`src/rtl/ahb_pkg.sv`:
```
// ahb_pkg: shared AHB-Lite transfer/burst encodings, widths and burst length helper.
package ahb_pkg;

    localparam int MASTER_W = 4;
    localparam int GRANT_W  = 16;
    localparam int HTRANS_W = 2;
    localparam int HSIZE_W  = 3;
    localparam int HBURST_W = 3;

    typedef enum logic [1:0] {
        IDLE   = 2'd0,
        BUSY   = 2'd1,
        NONSEQ = 2'd2,
        SEQ    = 2'd3
    } htrans_t;

    typedef enum logic [2:0] {
        SINGLE = 3'd0,
        INCR   = 3'd1,
        WRAP4  = 3'd2,
        INCR4  = 3'd3,
        WRAP8  = 3'd4,
        INCR8  = 3'd5,
        WRAP16 = 3'd6,
        INCR16 = 3'd7
    } hburst_t;

    // Beats in a fixed-length burst; SINGLE and undefined-length INCR count as one.
    function automatic logic [4:0] burst_len(input logic [HBURST_W-1:0] b);
        return (b == WRAP16 || b == INCR16) ? 5'd16 :
               (b == WRAP8  || b == INCR8)  ? 5'd8  :
               (b == WRAP4  || b == INCR4)  ? 5'd4  : 5'd1;
    endfunction

endpackage

```
`src/rtl/ahb_master_mux_if.sv`:
```
// ahb_master_mux_if: arbiter inputs, per-master request buses and muxed slave-side bus.
interface ahb_master_mux_if
    import ahb_pkg::*;
#(
    parameter int NMASTERS = 16,
    parameter int ADDR_W   = 32,
    parameter int DATA_W   = 32
);
    logic [MASTER_W-1:0]          HMASTER;
    logic                         HMASTLOCK;
    logic [GRANT_W-1:0]           HGRANTx;
    logic                         HREADY;
    logic [NMASTERS*ADDR_W-1:0]   HADDR_M;
    logic [NMASTERS*HTRANS_W-1:0] HTRANS_M;
    logic [NMASTERS-1:0]          HWRITE_M;
    logic [NMASTERS*HSIZE_W-1:0]  HSIZE_M;
    logic [NMASTERS*HBURST_W-1:0] HBURST_M;
    logic [NMASTERS*DATA_W-1:0]   HWDATA_M;
    logic [ADDR_W-1:0]            HADDR;
    logic [HTRANS_W-1:0]          HTRANS;
    logic                         HWRITE;
    logic [HSIZE_W-1:0]           HSIZE;
    logic [HBURST_W-1:0]          HBURST;
    logic                         HMASTLOCK_S;
    logic [DATA_W-1:0]            HWDATA;
    logic [MASTER_W-1:0]          HMASTER_D;
    logic                         DVALID;
    logic                         BURST_BREAK;

    modport master (
        output HMASTER, HMASTLOCK, HGRANTx, HREADY,
               HADDR_M, HTRANS_M, HWRITE_M, HSIZE_M, HBURST_M, HWDATA_M,
        input  HADDR, HTRANS, HWRITE, HSIZE, HBURST, HMASTLOCK_S,
               HWDATA, HMASTER_D, DVALID, BURST_BREAK
    );

    modport slave (
        input  HMASTER, HMASTLOCK, HGRANTx, HREADY,
               HADDR_M, HTRANS_M, HWRITE_M, HSIZE_M, HBURST_M, HWDATA_M,
        output HADDR, HTRANS, HWRITE, HSIZE, HBURST, HMASTLOCK_S,
               HWDATA, HMASTER_D, DVALID, BURST_BREAK
    );
endinterface

```
`src/rtl/ahb_burst_tracker.sv`:
```
// ahb_burst_tracker: counts remaining fixed-burst beats and pulses burst_break on an early handover.
module ahb_burst_tracker
    import ahb_pkg::*;
(
    input  logic                HCLK,
    input  logic                HRESETn,
    input  logic                hready,
    input  logic [MASTER_W-1:0] hmaster,
    input  logic [HTRANS_W-1:0] htrans,
    input  logic [HBURST_W-1:0] hburst,
    output logic                burst_break
);
    logic [3:0]          beats_left;
    logic [3:0]          beats_nxt;
    logic [MASTER_W-1:0] bmaster;
    logic                brk;

    // A pending burst breaks when another master takes the bus or the owner goes IDLE/NONSEQ early.
    always_comb begin
        brk       = hready && beats_left != '0 && (hmaster != bmaster || htrans == IDLE || htrans == NONSEQ);
        beats_nxt = (htrans == NONSEQ) ? 4'(burst_len(hburst) - 5'd1) :
                    brk ? '0 :
                    (htrans == BUSY) ? beats_left :
                    (htrans == SEQ && beats_left != '0) ? beats_left - 4'd1 : '0;
    end

    // Tracker state advances only on accepted transfers; the break flag is a registered pulse.
    always_ff @(posedge HCLK or negedge HRESETn) begin
        if (!HRESETn) begin
            beats_left  <= '0;
            bmaster     <= '0;
            burst_break <= 1'b0;
        end else begin
            burst_break <= brk;
            if (hready) begin
                beats_left <= beats_nxt;
                if (htrans == NONSEQ) bmaster <= hmaster;
            end
        end
    end
endmodule

```
`src/rtl/ahb_master_mux.sv`:
```
// ahb_master_mux: routes address-phase owner's control and data-phase owner's write data to slaves.
// Optional feature AHB_MUX_IDLE_ON_NOGRANT_EN: force HTRANS to IDLE while HGRANTx is all zero.
module ahb_master_mux
    import ahb_pkg::*;
#(
    parameter int NMASTERS = 16,
    parameter int ADDR_W   = 32,
    parameter int DATA_W   = 32
) (
    input logic             HCLK,
    input logic             HRESETn,
    ahb_master_mux_if.slave bus
);
    logic                sel_ok;
    logic [MASTER_W-1:0] asel;
    logic [MASTER_W-1:0] dsel;
    logic [MASTER_W-1:0] dmaster;
    logic                dvalid;
    logic [HTRANS_W-1:0] htrans;

    // Out-of-range owners are presented as master 0 issuing IDLE.
    assign sel_ok = {1'b0, bus.HMASTER} < 5'(NMASTERS);
    assign asel   = sel_ok ? bus.HMASTER : '0;

`ifdef AHB_MUX_IDLE_ON_NOGRANT_EN
    assign htrans = (!sel_ok || bus.HGRANTx == '0) ? IDLE : bus.HTRANS_M[int'(asel)*HTRANS_W +: HTRANS_W];
`else
    assign htrans = !sel_ok ? IDLE : bus.HTRANS_M[int'(asel)*HTRANS_W +: HTRANS_W];
`endif

    assign bus.HADDR       = bus.HADDR_M[int'(asel)*ADDR_W +: ADDR_W];
    assign bus.HTRANS      = htrans;
    assign bus.HWRITE      = bus.HWRITE_M[asel];
    assign bus.HSIZE       = bus.HSIZE_M[int'(asel)*HSIZE_W +: HSIZE_W];
    assign bus.HBURST      = bus.HBURST_M[int'(asel)*HBURST_W +: HBURST_W];
    assign bus.HMASTLOCK_S = bus.HMASTLOCK;

    // Data-phase owner and validity follow the address phase by one HREADY-high edge.
    always_ff @(posedge HCLK or negedge HRESETn) begin
        if (!HRESETn) begin
            dmaster <= '0;
            dvalid  <= 1'b0;
        end else if (bus.HREADY) begin
            dmaster <= bus.HMASTER;
            dvalid  <= htrans[1];
        end
    end

    assign dsel          = ({1'b0, dmaster} < 5'(NMASTERS)) ? dmaster : '0;
    assign bus.HWDATA    = bus.HWDATA_M[int'(dsel)*DATA_W +: DATA_W];
    assign bus.HMASTER_D = dmaster;
    assign bus.DVALID    = dvalid;

    ahb_burst_tracker u_trk (
        .HCLK        (HCLK),
        .HRESETn     (HRESETn),
        .hready      (bus.HREADY),
        .hmaster     (bus.HMASTER),
        .htrans      (htrans),
        .hburst      (bus.HBURST),
        .burst_break (bus.BURST_BREAK)
    );
endmodule

```
`src/flat_wrapper.sv`:
```
// flat-port wrapper written by rule: the top's interface ports become plain ports
module ahb_master_mux_flat import ahb_pkg::*;
#(
    parameter int NMASTERS = 16,
    parameter int ADDR_W   = 32,
    parameter int DATA_W   = 32
)
  (HCLK, HRESETn, bus_HMASTER, bus_HMASTLOCK, bus_HGRANTx, bus_HREADY, bus_HADDR_M, bus_HTRANS_M, bus_HWRITE_M, bus_HSIZE_M, bus_HBURST_M, bus_HWDATA_M, bus_HADDR, bus_HTRANS, bus_HWRITE, bus_HSIZE, bus_HBURST, bus_HMASTLOCK_S, bus_HWDATA, bus_HMASTER_D, bus_DVALID, bus_BURST_BREAK);
  ahb_master_mux_if #(.NMASTERS(NMASTERS), .ADDR_W(ADDR_W), .DATA_W(DATA_W)) bus_i ();
  input logic HCLK;
  input logic HRESETn;
  input wire logic [$bits(bus_i.HMASTER)-1:0] bus_HMASTER;
  input wire logic [$bits(bus_i.HMASTLOCK)-1:0] bus_HMASTLOCK;
  input wire logic [$bits(bus_i.HGRANTx)-1:0] bus_HGRANTx;
  input wire logic [$bits(bus_i.HREADY)-1:0] bus_HREADY;
  input wire logic [$bits(bus_i.HADDR_M)-1:0] bus_HADDR_M;
  input wire logic [$bits(bus_i.HTRANS_M)-1:0] bus_HTRANS_M;
  input wire logic [$bits(bus_i.HWRITE_M)-1:0] bus_HWRITE_M;
  input wire logic [$bits(bus_i.HSIZE_M)-1:0] bus_HSIZE_M;
  input wire logic [$bits(bus_i.HBURST_M)-1:0] bus_HBURST_M;
  input wire logic [$bits(bus_i.HWDATA_M)-1:0] bus_HWDATA_M;
  output wire logic [$bits(bus_i.HADDR)-1:0] bus_HADDR;
  output wire logic [$bits(bus_i.HTRANS)-1:0] bus_HTRANS;
  output wire logic [$bits(bus_i.HWRITE)-1:0] bus_HWRITE;
  output wire logic [$bits(bus_i.HSIZE)-1:0] bus_HSIZE;
  output wire logic [$bits(bus_i.HBURST)-1:0] bus_HBURST;
  output wire logic [$bits(bus_i.HMASTLOCK_S)-1:0] bus_HMASTLOCK_S;
  output wire logic [$bits(bus_i.HWDATA)-1:0] bus_HWDATA;
  output wire logic [$bits(bus_i.HMASTER_D)-1:0] bus_HMASTER_D;
  output wire logic [$bits(bus_i.DVALID)-1:0] bus_DVALID;
  output wire logic [$bits(bus_i.BURST_BREAK)-1:0] bus_BURST_BREAK;
  assign bus_i.HMASTER = bus_HMASTER;
  assign bus_i.HMASTLOCK = bus_HMASTLOCK;
  assign bus_i.HGRANTx = bus_HGRANTx;
  assign bus_i.HREADY = bus_HREADY;
  assign bus_i.HADDR_M = bus_HADDR_M;
  assign bus_i.HTRANS_M = bus_HTRANS_M;
  assign bus_i.HWRITE_M = bus_HWRITE_M;
  assign bus_i.HSIZE_M = bus_HSIZE_M;
  assign bus_i.HBURST_M = bus_HBURST_M;
  assign bus_i.HWDATA_M = bus_HWDATA_M;
  assign bus_HADDR = bus_i.HADDR;
  assign bus_HTRANS = bus_i.HTRANS;
  assign bus_HWRITE = bus_i.HWRITE;
  assign bus_HSIZE = bus_i.HSIZE;
  assign bus_HBURST = bus_i.HBURST;
  assign bus_HMASTLOCK_S = bus_i.HMASTLOCK_S;
  assign bus_HWDATA = bus_i.HWDATA;
  assign bus_HMASTER_D = bus_i.HMASTER_D;
  assign bus_DVALID = bus_i.DVALID;
  assign bus_BURST_BREAK = bus_i.BURST_BREAK;
  ahb_master_mux #(.NMASTERS(NMASTERS), .ADDR_W(ADDR_W), .DATA_W(DATA_W)) u_core (.HCLK(HCLK), .HRESETn(HRESETn), .bus(bus_i));
endmodule
```
`config.mk`:
```
export PLATFORM = sky130hd
export DESIGN_NAME = ahb_master_mux_flat
export DESIGN_NICKNAME = d
export VERILOG_FILES = /design/src/rtl/ahb_pkg.sv /design/src/rtl/ahb_master_mux_if.sv /design/src/rtl/ahb_burst_tracker.sv /design/src/rtl/ahb_master_mux.sv /design/src/flat_wrapper.sv
export SDC_FILE = /design/constraint.sdc
export NUM_CORES = 1
export LEC_CHECK = 0
export CAP_MARGIN = 15
export CORE_AREA = 2 2 493 495
export CTS_BUF_LIST = sky130_fd_sc_hd__clkbuf_16
export CTS_CLUSTER_SIZE = 16
export DETAILED_ROUTE_END_ITERATION = 8
export DIE_AREA = 0 0 495 497
export GPL_ROUTABILITY_DRIVEN = 0
export HOLD_SLACK_MARGIN = 0.12
export REMOVE_ABC_BUFFERS = 1
export SYNTH_ARGS = -nofsm -noshare
export SYNTH_HDL_FRONTEND = slang
export SYNTH_SLANG_ARGS = --single-unit
```
`constraint.sdc`:
```
create_clock -name HCLK -period 3.6 [get_ports HCLK]
set_input_delay 0.36 -clock HCLK [delete_from_list [all_inputs] [get_ports HCLK]]
set_output_delay 0.36 -clock HCLK [all_outputs]
set_load 0.02 [all_outputs]
```
==> results.md, run 1 <==
* Status: finished, final reports clean
* Average wire per standard cell at 30.52 um
* Library cell occupying the most area in the post-synthesis netlist: mux4_2
* Proportion of power drawn by the clock network at 0.047
* Required time of the critical path at 3.24 ns
* Final clock period utilization by the worst path at 0.9583
* Worst hold slack at 0.5247 ns
* Reg-to-Reg End: u_core.u_trk.beats_left[3]
* Horizontal die dimension at 495 um
* Count of state elements after synthesis at 14
* Number of remaining DRC errors at 0
* Post-route worst setup slack at 0.1501 ns
* Mean Syn Cell Area at 18.31 sq um
* Crit. End Element: output port
* Die outline area at 246000 sq um
* Share of flip-flops with an asynchronous set or reset at 1.000
* Multiplexer fraction of the synthesized cell area at 0.8567
* Violation count after the first detailed-route iteration at 1021
* All-layer global routing usage at 0.1182
* Filler-free cell count of the finished design at 5036
* Standard cell core area at 240100 sq um
* Parity-gate share of the synthesized area counting xor and xnor cells at 0.003550
* Main combinational cell family by area after synthesis: multiplexers
* Max-Cap Viols at 0
* Sequential element share of the synthesized area at 0.03550
* Normalized max-slew margin at 0.3055
* Port bufs at 1253
* Reported net switching power at 1.756 mW
* Leakage dissipation at 8.216 nW
* Worst min-delay path endpoint: u_core.u_trk.bmaster[2]
* Clk Tree Root Cell: clkbuf_16
* Clock transition at the registers of the reported paths at 0.05 ns
* Worst Hold Class: register to register
* Power share of the combinational group at 0.888
* Post-synthesis cell count at 539
* Detailed Routing Iterations Pass 1 at 7
* Arrival time worst endpoint at 3.09 ns
* Area share of the largest cell type after synthesis at 0.6914
* Gates resized, CTS repair at 0
* Area growth syn-to-layout at 170.2%
* Number of buffers inserted for hold repair after clock tree synthesis at 0
* Switching Share at 0.3890
* Worst Min Path Start: u_core.u_trk.bmaster[2]
* Sinks on Clock Net at 14
* Standard-cell rows at 180
* Die Y at 497 um
* Worst setup slack for register-to-register paths at 1.86 ns
* Number of nets in the layout at 2964
* Wire length reported by the detailed router at 153700 um
* Cell types occupying the most area after synthesis: mux4_2 69%, mux4_1 15%, dfrtp_1 3.5%
* Design Power at 4.514 mW
* First-pass GRT wire length at 181200 um
* Maximum number of pins on one net before global-route repair at 53
* DPL Wire Length at 142800 um
* CTS tree: yes
* Drt via density at 2.741
* Simple-gate portion of the synthesized area at 0.01762
* Inst Count DP at 4950
* Antenna violation net count after detailed routing at 0
* Startpoint class of the critical path: register
* Number of hold-slack violations in the final timing report at 0
* Number of library cell types mapped by synthesis at 44
* Top FF cell, synth: dfrtp_1
* Maximum clock frequency at 289.9 MHz
* Critical R2R Launch: u_core.u_trk.beats_left[0]
* Clock insertion delay at the later pin of the skew report at 0.25 ns
* Post-synthesis compound-gate area fraction at 0.01775
* Worst-case reg-to-reg path depth at 7
* Setup slack at placement at 0.1550 ns
* Number of setup buffers added after CTS at 0
* Unrepaired setup endpoints after global routing: no
* Worst Path Max Fanout at 27
* Top-level port count at 1272
* Maximum vdd drop at 0.1202 mV
* Combined area of all synthesized cells at 9869 sq um
* Skew final at 0.001454 ns
* Number of warning messages in the yosys log at 0
* Global route total overflow at 0
* Number of synthesized flops with an enable pin at 0
* Most common library cell in the layout ignoring fill and taps: clkdlybuf4s50_1
* Commonest non-fill, non-tap cells in the layout: 1233 x clkdlybuf4s50_1, 303 x mux4_2, 64 x buf_4
* Antenna violations before repair at 229
* Via total after detailed routing at 13800
* TritonCTS buffer count at 3
* Largest buffer count on any clock path at 2
* Adder-cell area share of the yosys netlist at 0.002535
* Number of cells on the worst hold path at 1
* Min Clock Period, post-route at 3.450 ns
* Measured slew at the worst slew-check pin at 1.042 ns
* Via count of the first global-routing pass at 14500
* Share of final-layout standard cells stronger than drive strength 1 at 0.2301
* Final-report max-slew violation count at 0
* Share of total power in sequential cells at 0.064
* Total power density per cell area at 169.3 nW/um^2
* H-tree levels at 1
* Setup violations, final at 0
* Category of the most critical setup path: register to output port
* Initial core utilization at 0.04111
* Internal Power at 2.758 mW
## synth_stat cells (3+ instances only)
cell type,number
mux4_2,303
inv_1,5
buf_1,5
buf_6,11
buf_12,7
nand3_1,5
buf_2,32
nor2_1,5
nand2_1,10
clkbuf_4,4
mux2_2,11
dfrtp_1,14
buf_4,4
o21ai_0,5
clkbuf_1,20
xnor2_1,4
mux4_1,57
o22a_1,3
## worst max path at each step
stage,cells past startpoint,slack [ns],start,endpoint
after floorplan,2,-3.03,u_core.bus.HMASTER_D[0],bus_HWDATA[0]
after global placement,12,0.08,bus_HBURST_M[2],u_core.u_trk.beats_left[3]
after detailed placement,12,0.16,bus_HBURST_M[5],u_core.u_trk.beats_left[3]
after CTS,5,0.06,u_core.bus.HMASTER_D[1],bus_HWDATA[20]
after global routing,5,0.07,u_core.bus.HMASTER_D[1],bus_HWDATA[20]
final,5,0.15,u_core.bus.HMASTER_D[1],bus_HWDATA[20]
## routing by layer
layer	share of wire	up-vias	routed length, um	GRT usage
met5	0.0046	-	701	0
met4	0.063	108	9620	0.05926
met3	0.11	449	16630	0.04787
met2	0.51	1244	79090	0.2211
met1	0.31	6706	47640	0.1091
li1	-	5295	-	-
## flip-flops by register name, summed over array words and instances (netlist names)
name / cells
u_core.bus.DVALID: 1
u_core.bus.HMASTER_D: 4
u_core.u_trk.beats_left: 4
u_core.u_trk.bmaster: 4
u_core.u_trk.burst_break: 1
## power by group through the flow
stage | registers [mW] | logic, mW | clock network [mW]
3_3_place_gp | 0.294 | 4.08 | 0
4_1_cts | 0.296 | 4.13 | 0.218
6_report | 0.290 | 4.01 | 0.214
5_1_grt | 0.301 | 4.22 | 0.226
3_5_place_dp | 0.298 | 4.11 | 0
2_1_floorplan | 0.356 | 1.43 | 0
## stage by stage
step | area, sq um | setup TNS [ns] | util
after floorplan | 9234 | -100.61 | -
after global placement | 26380 | 0 | 0.1099
after detailed placement | 26380 | 0 | 0.1099
after CTS | 26460 | 0 | 0.1102
after global routing | 26600 | 0 | 0.1108
final | 26670 | 0 | 0.1111
## cell families (layout without fill, tap and decap cells)
| logic type | after synthesis | in the layout |
|---|---|---|
| other | 0 | 82 |
| and+or+nand+nor | 33 | 33 |
| buffers and inverters | 93 | 1323 |
| DFF | 14 | 14 |
| adders and majority gates | 2 | 2 |
| muxes | 372 | 372 |
| xor gates and xnor gates | 4 | 4 |
| AOI/OAI and AO/OA | 21 | 21 |
## critical path, cell delays in order, from the launching register on
cell	delay, ns
dfrtp_4	0.86
buf_12	0.28
buf_4	0.22
mux4_2	0.34
mux4_2	0.48
clkdlybuf4s50_1	0.61
## area by class of cell
cell class	count	area [sq um]
Clock buffer	3	75.07
Fill cell	27480	213400
Multi-Input combinational cell	432	8865
Antenna cell	82	205.2
Inverter	5	18.77
Sequential cell	14	362.8
Clock inverter	1	3.754
Tap cell	3185	3985
Timing Repair Buffer	1314	13150
(Power assumes the default switching activity.)
==> run 2, diff against run 1 <==
Settings changed: SETUP_SLACK_MARGIN set to 0.1.
==> run 2 against run 1 <==
Utilization hardly changed; largest power group unchanged; via count hardly changed; final area is 0.15% higher; first-iteration DRC count is 5.3% lower.
==> results.md, run 2 (same netlist as run 1, synthesis figures left out) <==
* Status: finished, final reports clean
* Commonest non-fill, non-tap cells in the layout: 1231 x clkdlybuf4s50_1, 303 x mux4_2, 64 x buf_4
* Post-route met1 wirelength at 47910 um
* Maximum clock frequency at 294.4 MHz
* Initial core utilization at 0.04111
* Required time of the critical path at 3.24 ns
* Skew final at 0.001465 ns
* Via count of the first global-routing pass at 14530
* Worst Path Max Fanout at 35
* Number of nets in the layout at 2965
* Horizontal die dimension at 495 um
* Buffer and inverter count on the worst path at 4
* Levels on crit path at 6
* Critical path, cell by cell: buf_12 -> buf_12 -> buf_4 -> mux4_2 -> mux4_2 -> clkdlybuf4s50_1
* Cell area reported after detailed placement at 26380 sq um
* Number of hold-slack violations in the final timing report at 0
* Antenna violation net count after detailed routing at 0
* Startpoint class of the critical path: register
* Clock insertion delay at the later pin of the skew report at 0.25 ns
* Min Clock Period, post-route at 3.397 ns
* Cell with the largest stage delay on the worst path: clkdlybuf4s50_1
* CTS tree: yes
* Clock transition at the registers of the reported paths at 0.05 ns
* Average wire per standard cell at 30.63 um
* Unrepaired setup endpoints after global routing: no
* Design Power at 4.525 mW
* Leakage dissipation at 8.244 nW
* All-layer global routing usage at 0.1187
* Global route total overflow at 0
* Die outline area at 246000 sq um
* Wire length reported by the detailed router at 154500 um
* Worst setup slack for register-to-register paths at 1.86 ns
* Critical R2R Launch: u_core.u_trk.beats_left[0]
* Number of remaining DRC errors at 0
* Die Y at 497 um
* Worst-case reg-to-reg path depth at 7
* Area growth syn-to-layout at 170.6%
* Via total after detailed routing at 13800
* Drt via density at 2.736
* Number of buffers inserted for hold repair after clock tree synthesis at 0
* Measured slew at the worst slew-check pin at 1.065 ns
* Worst Hold Class: register to register
* DPL Wire Length at 142800 um
* Share of final-layout standard cells stronger than drive strength 1 at 0.2305
* Crit. End Element: output port
* Category of the most critical setup path: register to output port
* Maximum number of pins on one net before global-route repair at 53
* Setup violations, final at 0
* Max-Cap Viols at 0
* Largest buffer count on any clock path at 2
* Reg-to-Reg End: u_core.u_trk.beats_left[3]
* Largest incremental delay on the critical path at 0.56 ns
* Clk Tree Root Cell: clkbuf_16
* Worst hold slack at 0.5154 ns
* Highest signal layer in the routed design: met5
* Detail Route met3 WL at 17100 um
* Port bufs at 1253
* Violation count after the first detailed-route iteration at 967
* Normalized max-slew margin at 0.2898
* Final-report max-slew violation count at 0
* Standard cell core area at 240100 sq um
* Detailed Routing Iterations Pass 1 at 5
* H-tree levels at 1
* Non-Filler Cell Area, Final at 26710 sq um
* CP delay by family, top: buffers and inverters
* Total power density per cell area at 169.4 nW/um^2
* Launching element of the worst setup path: u_core.bus.HMASTER_D[0]
* Top-level port count at 1272
* Standard-cell rows at 180
* Arrival time worst endpoint at 3.04 ns
* Worst setup path endpoint: bus_HWDATA[23]
* First-pass GRT wire length at 181900 um
* Antenna violations before repair at 228
* TritonCTS buffer count at 3
* Most common library cell in the layout ignoring fill and taps: clkdlybuf4s50_1
* Sinks on Clock Net at 14
* Final clock period utilization by the worst path at 0.9435
* Maximum vdd drop at 0.1204 mV
* Sum of met2 wire segment lengths after detailed routing at 79540 um
## run 2: changes by cell type in the layout (fill, tap and decap cells not counted)
cell / previous run / this run
diode_2: 82 / 88
clkdlybuf4s50_1: 1233 / 1231
dlymetal6s2s_1: 0 / 2
buf_12: 15 / 16
## run 2: metal layers
| layer | GRT usage | vias to the layer above |
|---|---|---|
| met5 | 0 | - |
| met2 | 0.2209 | 1223 |
| met4 | 0.06119 | 106 |
| li1 | - | 5305 |
| met3 | 0.04806 | 444 |
| met1 | 0.1098 | 6718 |
## run 2: layout make-up
cell class,instances,area [sq um]
multi-input cells,432,8865
flip-flops and latches,14,362.8
clock inverters,1,3.754
diodes,88,220.2
well taps,3185,3985
inverters,5,18.77
repair buffers,1315,13180
fillers,27470,213400
clock buffers,3,75.07
## run 2: metrics by stage
step | worst slack [ns] | setup TNS, ns | utilization | cells
floorplan | -3.033 | -100.61 | - | 451
global placement | 0.07952 | 0 | 0.1099 | 4950
detailed placement | 0.1550 | 0 | 0.1099 | 4950
CTS | 0.1213 | 0 | 0.1103 | 4955
global route | 0.1025 | 0 | 0.1109 | 5013
finish | 0.2034 | 0 | 0.1112 | 5043
## run 2: worst min-delay path by stage
stage | depth (start not counted) | endpoint | slack, ns | from
floorplan | 0 | u_core.bus.DVALID | 0.06 | HRESETn
global placement | 1 | u_core.u_trk.beats_left[2] | 0.49 | u_core.u_trk.beats_left[2]
detailed placement | 1 | u_core.bus.DVALID | 0.50 | u_core.bus.DVALID
CTS | 1 | u_core.bus.DVALID | 0.52 | u_core.bus.DVALID
global route | 2 | u_core.u_trk.beats_left[1] | 0.55 | u_core.u_trk.beats_left[1]
finish | 1 | u_core.bus.DVALID | 0.52 | u_core.bus.DVALID
## run 2: power by group
| part | switching (mW) | internal [mW] | total (mW) |
|---|---|---|---|
| Clock | 0.0663 | 0.147 | 0.213 |
| Sequential | 0.0887 | 0.197 | 0.286 |
| Combinational | 1.61 | 2.42 | 4.03 |
| Total | 1.76 | 2.76 | 4.53 |
## run 2: what timing repair did
action / CTS / global route
buffers inserted: 1 / 0
endpoints found under the setup margin: 3 / 2
resized for setup: 0 / 2
## run 2: worst register-to-register path, delay by kind of cell (launching register included)
kind,cells,cell delay [ns]
buffers and inverters,1,0.08
and+or+nand+nor,2,0.22
DFF,1,0.40
adders and majority gates,1,0.17
AOI/OAI and AO/OA,3,0.76
